$ cat src/rtl/fifo_wr_arbiter.sv
// fifo_wr_arbiter: round-robin write arbiter and drain/clear flush
// sequencer owning every control input of a shared word FIFO.
module fifo_wr_arbiter #(
    parameter int N = 4,
    parameter int B = 8
) (
    input  logic           clk,
    input  logic           reset,
    input  logic [N-1:0]   req_valid,
    input  logic [N*B-1:0] req_data,
    output logic [N-1:0]   req_ready,
    input  logic           cons_rd,
    output logic           cons_rd_ack,
    input  logic           flush_req,
    output logic           flush_busy,
    output logic           flush_done,
    output logic [7:0]     drain_cnt,
    input  logic           fifo_full,
    input  logic           fifo_empty,
    output logic           fifo_wr,
    output logic           fifo_rd,
    output logic           fifo_flush,
    output logic [B-1:0]   fifo_w_data
);

    localparam int LW = $clog2(N);

    typedef enum logic [1:0] {
        RUN   = 2'd0,
        DRAIN = 2'd1,
        CLEAR = 2'd2
    } state_t;

    state_t        state_q, state_d;
    logic [LW-1:0] last_q, last_d;
    logic [7:0]    drain_cnt_q, drain_cnt_d;

    logic [N-1:0]  elig;
    logic          grant_vld;
    logic [LW-1:0] grant;
    logic [LW:0]   idx;

    always_ff @(posedge clk or posedge reset) begin
        if (reset) begin
            state_q     <= RUN;
            last_q      <= LW'(N - 1);
            drain_cnt_q <= '0;
        end else begin
            state_q     <= state_d;
            last_q      <= last_d;
            drain_cnt_q <= drain_cnt_d;
        end
    end

    // Walk from lowest to highest priority so the last hit wins.
    always_comb begin
        elig      = fifo_full ? '0 : req_valid;
        grant_vld = 1'b0;
        grant     = '0;
        idx       = '0;
        for (int k = N; k >= 1; k--) begin
            idx = {1'b0, last_q} + (LW + 1)'(k);
            if (idx >= (LW + 1)'(N)) begin
                idx = idx - (LW + 1)'(N);
            end
            if (elig[idx[LW-1:0]]) begin
                grant_vld = 1'b1;
                grant     = idx[LW-1:0];
            end
        end
    end

    always_comb begin
        state_d     = state_q;
        last_d      = last_q;
        drain_cnt_d = drain_cnt_q;
        req_ready   = '0;
        fifo_wr     = 1'b0;
        fifo_rd     = 1'b0;
        cons_rd_ack = 1'b0;
        fifo_flush  = 1'b0;
        flush_done  = 1'b0;
        fifo_w_data = '0;
        flush_busy  = (state_q != RUN);

        unique case (state_q)
            RUN: begin
                if (grant_vld) begin
                    req_ready[grant] = 1'b1;
                    fifo_wr          = 1'b1;
                    last_d           = grant;
                    for (int i = 0; i < N; i++) begin
                        if (grant == LW'(i)) begin
                            fifo_w_data = req_data[i*B +: B];
                        end
                    end
                end
                cons_rd_ack = cons_rd & ~fifo_empty;
                fifo_rd     = cons_rd_ack;
                if (flush_req) begin
                    state_d     = DRAIN;
                    drain_cnt_d = '0;
                end
            end
            DRAIN: begin
                fifo_rd = ~fifo_empty;
                if (fifo_rd && (drain_cnt_q != 8'hFF)) begin
                    drain_cnt_d = drain_cnt_q + 8'd1;
                end
                if (fifo_empty) begin
                    state_d = CLEAR;
                end
            end
            CLEAR: begin
                fifo_flush = 1'b1;
                flush_done = 1'b1;
                state_d    = RUN;
            end
            default: begin
                state_d = RUN;
            end
        endcase

        // Strobes stay quiet for the whole time reset is held.
        if (reset) begin
            req_ready   = '0;
            fifo_wr     = 1'b0;
            fifo_rd     = 1'b0;
            cons_rd_ack = 1'b0;
            fifo_flush  = 1'b0;
            flush_done  = 1'b0;
            flush_busy  = 1'b0;
            fifo_w_data = '0;
        end
    end

    assign drain_cnt = drain_cnt_q;

endmodule

$ cat config.mk
export PLATFORM = sky130hd
export DESIGN_NAME = fifo_wr_arbiter
export DESIGN_NICKNAME = d
export VERILOG_FILES = /design/src/rtl/fifo_wr_arbiter.sv
export SDC_FILE = /design/constraint.sdc
export NUM_CORES = 1
export LEC_CHECK = 0
export ABC_AREA = 1
export BUFFER_PORTS_ARGS = -buffer_cell sky130_fd_sc_hd__buf_2
export CAP_MARGIN = 20
export CORE_ASPECT_RATIO = 1.2
export CORE_MARGIN = 1
export CORE_UTILIZATION = 40
export CTS_CLUSTER_SIZE = 30
export DETAILED_ROUTE_END_ITERATION = 10
export PLACE_DENSITY = 0.72
export SYNTH_ARGS = -nofsm -noshare
export SYNTH_HDL_FRONTEND = slang
export SYNTH_SLANG_ARGS = --single-unit
$ cat constraint.sdc
create_clock -name clk -period 2.35 [get_ports clk]
set_input_delay 0.1175 -clock clk [delete_from_list [all_inputs] [get_ports clk]]
set_output_delay 0.1175 -clock clk [all_outputs]
set_load 0.01 [all_outputs]
==> reports/qor.csv, run 1 <==
stage,metric,value,unit
clock_network,CTS sink cnt,12,
synthesis,mux contribution to synthesized area,0,%
floorplan,die area,0.003470,mm^2
synthesis,ys async rst share,100.0,%
grt,vias in the first global route,1181,
synthesis,Syn Nets,252,
grt,antenna violations before repair,0,
setup_path,CP Capture Type,primary output,
drt,Routed WL,3592,um
floorplan,Die Y,64.33,um
place,dpl hpwl,2564,um
timing,Max Fclk,428.1,MHz
synthesis,Synth top area share,19.32,%
synthesis,Syn Area/Cell,6.196,um^2
timing,fin crit period,2336,ps
setup_path,"slowest stage delay, CP",690,ps
clock_network,Max clock buf depth,2,
clock_network,CTS buffer count,3,
synthesis,post-synth cell types,29,
synthesis,Synth Area in Adders,0.9662,%
layout,ANT cells,0,
grt,gr ovfl total,0,
grt,largest net degree at the start of global routing,14,
synthesis,Post-Syn Instances,209,
run_status,status,"finished, final reports clean",
synthesis,Synth area leaders,"dfrtp_1 19%, nand2_1 18%, nor2_1 8.1%",
synthesis,largest family of logic cells by synthesized area,simple AND/OR/NAND/NOR gates,
floorplan,Die X,53.94,um
place,Port-buffer cells,67,
drt,via count,1576,
floorplan,core area,0.003083,mm^2
setup_path,crit path max-delay cell type,dfstp_2,
timing,endpoints failing hold,0,
floorplan,num rows,22,
setup_path,crit-path cells,"nand3_2, nand2_2, nand2_1, nand2_2, inv_2, nand2_4, nand2_4, nand2_8, nand2_8, nand2_8, nand2_8, nor2_1, nand2_1, nand2_1, buf_2",
timing,fin. max-slew vios,0,
synthesis,yosys warns,0,
timing,Clock Skew,3.735,ps
timing,RSZ-0062 raised after global routing,yes,
pwr,Cell Pwr Density,1092,mW/mm^2
timing,worst slew pin tran,452.3,ps
pwr,Max rail drop VDD,0.7812,mV
layout,Area growth syn-to-layout,47.54,%
drt,# DRC,0,
synthesis,Synth Area in Simple Gates,52.17,%
setup_path,crit path max fanout,8,
layout,fillers,307,
layout,final core occ,61.97,%
pwr,Leakage,1.084,nW
synthesis,"top cells by count, synth","63 x nand2_1, 28 x nor2_1, 27 x inv_1, 19 x nand3_1, 11 x o21ai_0",
clock_network,H-tree levels,1,
synthesis,ys flop type,dfrtp_1,
layout,Multi-input gate area,915.9,um^2
synthesis,top-count cell post-synth,nand2_1,
clock_network,CTS tree,done,
place,routability cong.,0.8432,
synthesis,Yosys top cell by area,dfrtp_1,
grt,overall routing resource usage,18.44,%
synthesis,Post-synth EDFFs,0,
synthesis,xor/xnor share of the synthesized area,1.932,%
drt,Antenna Nets Post-Route,0,
setup_path,Startpoint Class,flop,
layout,total area of sequential cells,302.8,um^2
timing,Final setup viols,0,
clock_network,"Reg clk slew, reported paths",70,ps
place,# placed instances,309,
layout,share of layout cells above drive strength 1,44.86,%
timing,slew margin rel.,69.81,%
flow_run,Max Cap Viol,0,
clock_network,clk root buf,clkbuf_4,
synthesis,Synth Area in Compound Gates,8.696,%
drt,1st-iter DRT viols,25,
pwr,Final Power,2.086,mW
synthesis,cell area after synthesis,0.001295,mm^2
setup_path,most frequent CP cell,nand2_8,
drt,Vias/cell,4.805,
drt,DR pass1 iterations,4,
timing,hold_ws,115.8,ps
synthesis,register area share after synthesis,23.38,%
floorplan,top-level port count,68,
drt,Avg WL per Cell,10.95,um
clock_network,Worst-Skew Late Latency,270,ps
setup_path,cell family with most CP delay,simple AND/OR/NAND/NOR gates,
synthesis,#FFs+latches synth,12,
timing,fin worst setup slack,13.96,ps
setup_path,critical path class,flop to primary output,
floorplan,initial core utilization,42.00,%
worst_hold_path,Tightest Hold Check Type,primary input to flop,
setup_path,worst path required time,2230,ps
timing,Final Cycle Share,99.41,%
setup_path,Critical path buffers and inverters,2,
setup_path,critical path arrival,2220,ps
layout,final cell count without fillers,328,
place,"worst slack, placed",249.9,ps
grt,global-route wire length before repair,4767,um
layout,Nets,336,
registers in the layout (all words and copies together), names as in the netlist:
register	count
last_q	2
state_q	2
drain_cnt	8
report_power, final:
| part | switching [mW] | internal (mW) | leakage, nW |
|---|---|---|---|
| Combinational | 0.961 | 0.643 | 0.907 |
| Sequential | 0.0596 | 0.260 | 0.157 |
| Clock | 0.0683 | 0.0943 | 0.0210 |
| Total | 1.09 | 0.997 | 1.08 |
cell type report:
cell class / instances / area share (%)
sequential: 12 / 15.85
clock buffer: 4 / 1.899
multi-input combinational: 160 / 47.94
inverter: 34 / 7.400
tap: 36 / 2.358
timing repair buffer: 82 / 24.56
worst register-to-register path, cell delays in order, from the launching register on:
cell     delay, ps
dfrtp_1        410
ha_1           240
nand3_1        110
nor2_1          70
inv_1           70
nor2_1          50
nand3_1         60
nand2_1         80
nor2_1         150
nand3_1        160
o21ai_1        150
nand2_1         60
nor2_1          80
layout by cell type (no fill, tap or decap), types with 3 or more instances in the layout:
master,Yosys,routed
o21ai_0,11,10
dfrtp_1,10,10
inv_2,6,5
nand2_1,63,54
nor2_4,0,4
clkbuf_4,0,3
nand4_1,6,6
nor3_1,5,5
nand3_1,19,17
buf_2,1,66
inv_1,27,26
nand2_2,3,12
nor2_2,1,4
nand2_8,3,4
a21oi_1,5,3
nand3_2,2,4
nor2_1,28,22
o21ai_1,2,3
buf_4,2,13
worst paths after layout:
kind	start	endpoint	slack, ps	depth (start not counted)
worst max-delay path	last_q[0]	fifo_w_data[6]	10	15
worst max register to register	drain_cnt[0]	drain_cnt[7]	590	12
min in group asynchronous	reset	drain_cnt[4]	460	3
worst min register to register	state_q[1]	state_q[1]	490	1
worst min-delay path	fifo_empty	state_q[1]	120	3
max in group asynchronous	reset	last_q[0]	1550	3
what timing repair did:
action                                  CTS  global route
cloned                                    0             1
hold endpoints to repair                 10             0
buffers inserted                          1            12
hold buffers                              1             0
resized for setup                         2            25
pin swaps                                 1            16
endpoints found under the setup margin    8            10
layer usage:
layer	track usage (%)	vias to the layer above	part of all wire, %
met1	20.94	697	41
li1	-	823	-
met5	0	-	0
met4	6.908	0	0.95
met2	34.10	51	54
met3	0.9524	5	4.3
through the flow:
step	TNS (ps)	instance area, um^2
finish	0	1911
global route	-910.7	1911
CTS	0	1712
detailed placement	0	1652
global placement	0	1652
floorplan	0	1295
kinds of logic (layout without fill, tap and decap cells):
group / count (synthesis) / in the layout
simple gates: 135 / 136
buf+inv: 38 / 120
compound gates: 21 / 21
flops: 12 / 12
xor+xnor: 2 / 2
fa+ha+maj: 1 / 1
Power figures use the tool's default switching activity.
==> inputs of run 2 (changes only) <==
--- a/config.mk
+++ b/config.mk
@@ -8,12 +8,15 @@
 export ABC_AREA = 1
 export BUFFER_PORTS_ARGS = -buffer_cell sky130_fd_sc_hd__buf_2
 export CAP_MARGIN = 20
+export CELL_PAD_IN_SITES_DETAIL_PLACEMENT = 2
+export CELL_PAD_IN_SITES_GLOBAL_PLACEMENT = 2
 export CORE_ASPECT_RATIO = 1.2
 export CORE_MARGIN = 1
-export CORE_UTILIZATION = 40
+export CORE_UTILIZATION = 22
 export CTS_CLUSTER_SIZE = 30
 export DETAILED_ROUTE_END_ITERATION = 10
-export PLACE_DENSITY = 0.72
+export GPL_TIMING_DRIVEN = 0
+export PLACE_DENSITY_LB_ADDON = 0.3
 export SYNTH_ARGS = -nofsm -noshare
 export SYNTH_HDL_FRONTEND = slang
 export SYNTH_SLANG_ARGS = --single-unit
==> reports/qor.csv, run 2 (same netlist as run 1, synthesis figures left out) <==
stage,metric,value,unit,change
place,# placed instances,356,,+15%
clock_network,Worst-Skew Late Latency,250,ps,-20 ps
layout,final core occ,35.45,%,-27 points
setup_path,"slowest stage delay, CP",540,ps,-150 ps
drt,Avg WL per Cell,13.42,um,+23%
place,Post-DP Area,0.001730,mm^2,+4.8%
layout,ANT cells,0,,unchanged
clock_network,Max clock buf depth,2,,unchanged
drt,Vias/cell,4.563,,-5.0%
setup_path,crit-path cells,"buf_12, inv_8, nand3_2, nand2_2, nor2_1, nor2_2, nand3_4, nand2_8, nand2_8, nand2_8, nor2_1, nand2_1, nand2_1, buf_2",,
clock_network,clk root buf,clkbuf_8,,
timing,RSZ-0062 raised after global routing,yes,,
floorplan,core area,0.005668,mm^2,+84%
grt,antenna violations before repair,0,,unchanged
floorplan,num rows,30,,+36%
timing,fin worst setup slack,41.15,ps,+27.19 ps
timing,fin crit period,2309,ps,-27.19 ps
grt,overall routing resource usage,14.34,%,-4.1 points
setup_path,crit path max fanout,8,,unchanged
layout,"most common cell after layout, fill and taps aside",buf_2,,
clock_network,H-tree levels,1,,unchanged
place,dpl hpwl,3598,um,+40%
layout,share of layout cells above drive strength 1,43.00,%,-1.9 points
timing,Clock Skew,5.568,ps,+1.833 ps
place,routability cong.,0.7265,,-14%
clock_network,"Reg clk slew, reported paths",60,ps,about the same
pwr,Final Power,2.263,mW,+8.5%
clock_network,CTS sink cnt,12,,unchanged
layout,Final Cell Area,0.002009,mm^2,+5.2%
run_status,status,"finished, final reports clean",,
setup_path,CP Capture Type,primary output,,
grt,vias in the first global route,1615,,+37%
drt,DR pass1 iterations,4,,unchanged
setup_path,crit path max-delay cell type,dfstp_2,,
clock_network,CTS tree,done,,
setup_path,critical path arrival,2190,ps,-30 ps
grt,gr ovfl total,0,,unchanged
timing,Final setup viols,0,,unchanged
layout,final cell count without fillers,373,,+14%
timing,Max Fclk,433.1,MHz,+1.2%
timing,endpoints failing hold,0,,unchanged
place,Port-buffer cells,67,,unchanged
place,"worst slack, placed",273.3,ps,+23.46 ps
pwr,Max rail drop VDD,0.3399,mV,-56%
grt,largest net degree at the start of global routing,14,,unchanged
pwr,Leakage,1.116,nW,+2.9%
floorplan,initial core utilization,22.85,%,-19 points
layout,Area growth syn-to-layout,55.17,%,
pwr,Cell Pwr Density,1126,mW/mm^2,+3.2%
setup_path,Startpoint Class,flop,,
drt,1st-iter DRT viols,21,,-16%
timing,Final Cycle Share,98.25,%,-1.2 points
floorplan,die area,0.006198,mm^2,+79%
drt,Antenna Nets Post-Route,0,,unchanged
timing,fin. max-slew vios,0,,unchanged
timing,slew margin rel.,67.16,%,-2.7 points
worst_hold_path,Tightest Hold Check Type,primary input to flop,,
drt,# DRC,0,,unchanged
drt,Routed WL,5005,um,+39%
floorplan,Die Y,86.05,um,+34%
floorplan,Die X,72.04,um,+34%
layout,Nets,337,,+0.30%
layout,"commonest cells after routing, fill and taps aside","67 x buf_2, 57 x nand2_1, 26 x inv_1",,
grt,global-route wire length before repair,7051,um,+48%
timing,worst slew pin tran,492.1,ps,+39.76 ps
clock_network,CTS buffer count,3,,unchanged
flow_run,Max Cap Viol,0,,unchanged
layout,number of flip-flops in the largest register,8,,unchanged
drt,via count,1702,,+8.0%
setup_path,critical path class,flop to primary output,,
setup_path,worst path required time,2230,ps,about the same
floorplan,top-level port count,68,,unchanged
setup_path,most frequent CP cell,nand2_8,,
[run 2: changes by cell type in the layout (fill, tap and decap cells not counted), sizes merged]
cell      previous run  this run
clkinvlp             1         0
inv                 33        34
nand2               72        73
[run 2: critical path: cells and delay by family, from the launching register on]
kind | cells | cell delay, ps
simple gates | 11 | 1060
buf+inv | 3 | 320
flops | 1 | 540
[run 2: worst paths after layout]
| check | slack [ps] | cells after the start | startpoint | endpoint |
|---|---|---|---|---|
| worst min-delay path | 140 | 3 | fifo_empty | state_q[1] |
| min in group asynchronous | 500 | 3 | reset | drain_cnt[0] |
| worst min register to register | 480 | 1 | state_q[1] | state_q[1] |
| worst max register to register | 490 | 12 | drain_cnt[0] | drain_cnt[7] |
| worst max-delay path | 40 | 14 | last_q[0] | fifo_w_data[6] |
| max in group asynchronous | 1500 | 3 | reset | last_q[1] |
[run 2: metal layers]
layer	up-vias	global-route usage, %	routed length, um
met5	-	0	0
met4	0	4.813	55
met3	5	1.880	176
met2	44	27.53	2743
met1	825	15.93	2030
li1	828	-	-
[run 2: cell type report]
| type | count | area [um^2] |
|---|---|---|
| Fill cell | 712 | 3659 |
| Multi-Input combinational cell | 161 | 924.6 |
| Timing Repair Buffer | 78 | 445.4 |
| Sequential cell | 12 | 302.8 |
| Inverter | 34 | 135.1 |
| Tap cell | 80 | 100.1 |
| Clock buffer | 4 | 55.05 |
| Buffer | 4 | 46.29 |
[run 2: per-stage QoR]
step	TNS (ps)	hold slack, ps
6_report	0	140.1
5_1_grt	-628.9	177.9
4_1_cts	0	141.1
3_5_place_dp	0	232.1
3_3_place_gp	0	211.2
2_1_floorplan	0	-11.22
[run 2: power by group]
group / total [mW] / internal [mW] / switching [mW]
registers: 0.304 / 0.260 / 0.0438
clock network: 0.233 / 0.148 / 0.0846
logic: 1.73 / 0.676 / 1.05
total: 2.26 / 1.08 / 1.18
[run 2: timing repair]
item | in CTS | in global routing
setup endpoints to repair | 2 | 10
hold buffers | 1 | 0
gates resized for setup | 0 | 25
endpoints found under the hold margin | 10 | 0
gates cloned | 0 | 2
pin swaps | 1 | 15
setup buffers | 0 | 10
==> inputs of run 3 (changes only) <==
--- a/config.mk
+++ b/config.mk
@@ -13,6 +13,7 @@
 export CORE_ASPECT_RATIO = 1.2
 export CORE_MARGIN = 1
 export CORE_UTILIZATION = 22
+export CTS_BUF_LIST = sky130_fd_sc_hd__clkbuf_16
 export CTS_CLUSTER_SIZE = 30
 export DETAILED_ROUTE_END_ITERATION = 10
 export GPL_TIMING_DRIVEN = 0
==> reports/qor.csv, run 3 (same netlist as run 1, synthesis figures left out) <==
stage,metric,value,unit,change
clock_network,Worst-Skew Late Latency,240,ps,about the same
timing,Max Fclk,427.7,MHz,-1.3%
layout,fillers,709,,-0.42%
drt,1st-iter DRT viols,47,,+120%
layout,ANT cells,0,,unchanged
drt,DR pass1 iterations,4,,unchanged
floorplan,die area,0.006198,mm^2,unchanged
timing,slew margin rel.,67.50,%,+0.34 points
clock_network,Max clock buf depth,2,,unchanged
timing,Final setup viols,0,,unchanged
timing,Clock Skew,3.741,ps,-1.827 ps
place,Port-buffer cells,67,,unchanged
timing,setup total negative slack,0,ps,unchanged
timing,endpoints failing hold,0,,unchanged
timing,fin. max-slew vios,0,,unchanged
drt,via count,1699,,-0.18%
timing,Final Cycle Share,99.50,%,+1.2 points
timing,RSZ-0062 raised after global routing,yes,,
grt,vias in the first global route,1649,,+2.1%
floorplan,initial core utilization,22.85,%,unchanged
clock_network,"Reg clk slew, reported paths",50,ps,about the same
pwr,Logic pwr share,73.2,%,-3.1 points
clock_network,CTS buffer count,3,,unchanged
grt,antenna violations before repair,0,,unchanged
worst_hold_path,Tightest Hold Check Type,primary input to flop,,
grt,largest net degree at the start of global routing,14,,unchanged
timing,worst slew pin tran,487.0,ps,-5.128 ps
pwr,Clock Power Share,13.8,%,+3.5 points
floorplan,core area,0.005668,mm^2,unchanged
grt,global-route wire length before repair,7134,um,+1.2%
place,# placed instances,356,,unchanged
flow_run,Max Cap Viol,0,,unchanged
setup_path,critical path class,flop to primary output,,
grt,gr ovfl total,0,,unchanged
layout,share of layout cells above drive strength 1,40.61,%,-2.4 points
pwr,Max rail drop VDD,0.3987,mV,+17%
floorplan,Die X,72.04,um,unchanged
pwr,Pint,1.137,mW,+4.8%
pwr,Sw Pwr,1.161,mW,-1.4%
clock_network,clk root buf,clkbuf_16,,
layout,Area growth syn-to-layout,53.72,%,
drt,Vias/cell,4.555,,-0.18%
setup_path,worst path required time,2230,ps,about the same
grt,overall routing resource usage,14.41,%,+0.070 points
layout,"most common cell after layout, fill and taps aside",buf_2,,
layout,Final Cell Area,0.001991,mm^2,-0.93%
drt,Avg WL per Cell,12.99,um,-3.2%
setup_path,Startpoint Class,flop,,
setup_path,crit path max fanout,8,,unchanged
floorplan,top-level port count,68,,unchanged
floorplan,num rows,30,,unchanged
layout,number of flip-flops in the largest register,8,,unchanged
pwr,Sw Share,50.53,%,-1.5 points
setup_path,critical path arrival,2220,ps,+30 ps
layout,"commonest cells after routing, fill and taps aside","67 x buf_2, 61 x nand2_1, 26 x inv_1, 26 x nor2_1, 18 x nand3_1",,
run_status,status,"finished, final reports clean",,
clock_network,H-tree levels,1,,unchanged
place,dpl hpwl,3598,um,unchanged
place,Post-DP Area,0.001730,mm^2,unchanged
layout,final cell count without fillers,373,,unchanged
pwr,part of the power in registers,13.0,%,-0.4 points
pwr,Cell Pwr Density,1154,mW/mm^2,+2.5%
place,routability cong.,0.7265,,unchanged
setup_path,CP Capture Type,primary output,,
pwr,Final Power,2.298,mW,+1.6%
layout,Nets,337,,unchanged
drt,Routed WL,4844,um,-3.2%
pwr,Leakage,1.116,nW,about the same
clock_network,CTS sink cnt,12,,unchanged
drt,# DRC,0,,unchanged
clock_network,CTS tree,done,,
timing,hold_ws,148.2,ps,+8.173 ps
drt,Antenna Nets Post-Route,0,,unchanged
timing,fin crit period,2338,ps,+29.36 ps
floorplan,Die Y,86.05,um,unchanged
==> run 3: changes by cell type in the layout (fill, tap and decap cells not counted), sizes merged <==
| cell | previous run | this run |
|---|---|---|
| clkinv | 0 | 1 |
| clkbuf | 4 | 3 |
==> run 3: power by group through the flow <==
stage | sequential (mW) | combinational, mW | clock [mW]
floorplan | 0.300 | 1.00 | 0
global placement | 0.297 | 1.34 | 0
detailed placement | 0.299 | 1.36 | 0
CTS | 0.296 | 1.37 | 0.323
global route | 0.303 | 1.87 | 0.331
finish | 0.298 | 1.68 | 0.317
==> run 3: path summary, 6_finish.rpt <==
kind,startpoint,end,slack [ps],cells after the start
max in group asynchronous,reset,last_q[1],1500,3
worst max register to register,drain_cnt[0],drain_cnt[5],470,11
worst min-delay path,fifo_empty,state_q[1],150,3
worst max-delay path,last_q[0],fifo_w_data[6],10,14
min in group asynchronous,reset,drain_cnt[3],500,3
worst min register to register,state_q[1],state_q[1],480,1
==> run 3: per-layer routing <==
layer	GRT usage, %	share of wire (%)	up-vias
met3	1.528	3.9	4
li1	-	-	825
met4	4.456	0.91	0
met2	28.30	54	47
met1	15.85	41	823
met5	0	0	-
==> run 3: timing repair <==
action	4_1_cts	5_1_grt
resized for setup	0	17
endpoints found under the hold margin	10	0
hold buffers	1	0
setup buffers	0	10
setup endpoints to repair	0	10
==> run 3: cell type report <==
| cell class | instances | area [um^2] | area share [%] |
|---|---|---|---|
| Buffer | 4 | 41.29 | 2.074 |
| Clock inverter | 1 | 3.754 | 0.1886 |
| Inverter | 34 | 137.6 | 6.914 |
| Sequential cell | 12 | 302.8 | 15.21 |
| Clock buffer | 3 | 75.07 | 3.771 |
| Tap cell | 80 | 100.1 | 5.028 |
| Timing Repair Buffer | 78 | 432.9 | 21.75 |
| Multi-Input combinational cell | 161 | 897.1 | 45.07 |
==> run 3: critical path, stage by stage, from the launching register on <==
cell and delay (ps):
dfstp_2 530, buf_8 130, inv_8 60, nand3_2 60, nand2_2 60, nor2_1 190
nor2_2 70, nand3_4 160, nand2_8 100, nand2_8 130, nand2_8 90, nor2_1 120
nand2_1 80, nand2_1 60, buf_2 120
==> run 3: stage by stage <==
step | worst slack (ps) | utilization, %
finish | 11.79 | 35.12
global route | -146.6 | 35.12
CTS | 2.819 | 32.10
detailed placement | 273.3 | 30.53
global placement | 311.0 | 30.53
floorplan | 524.1 | -
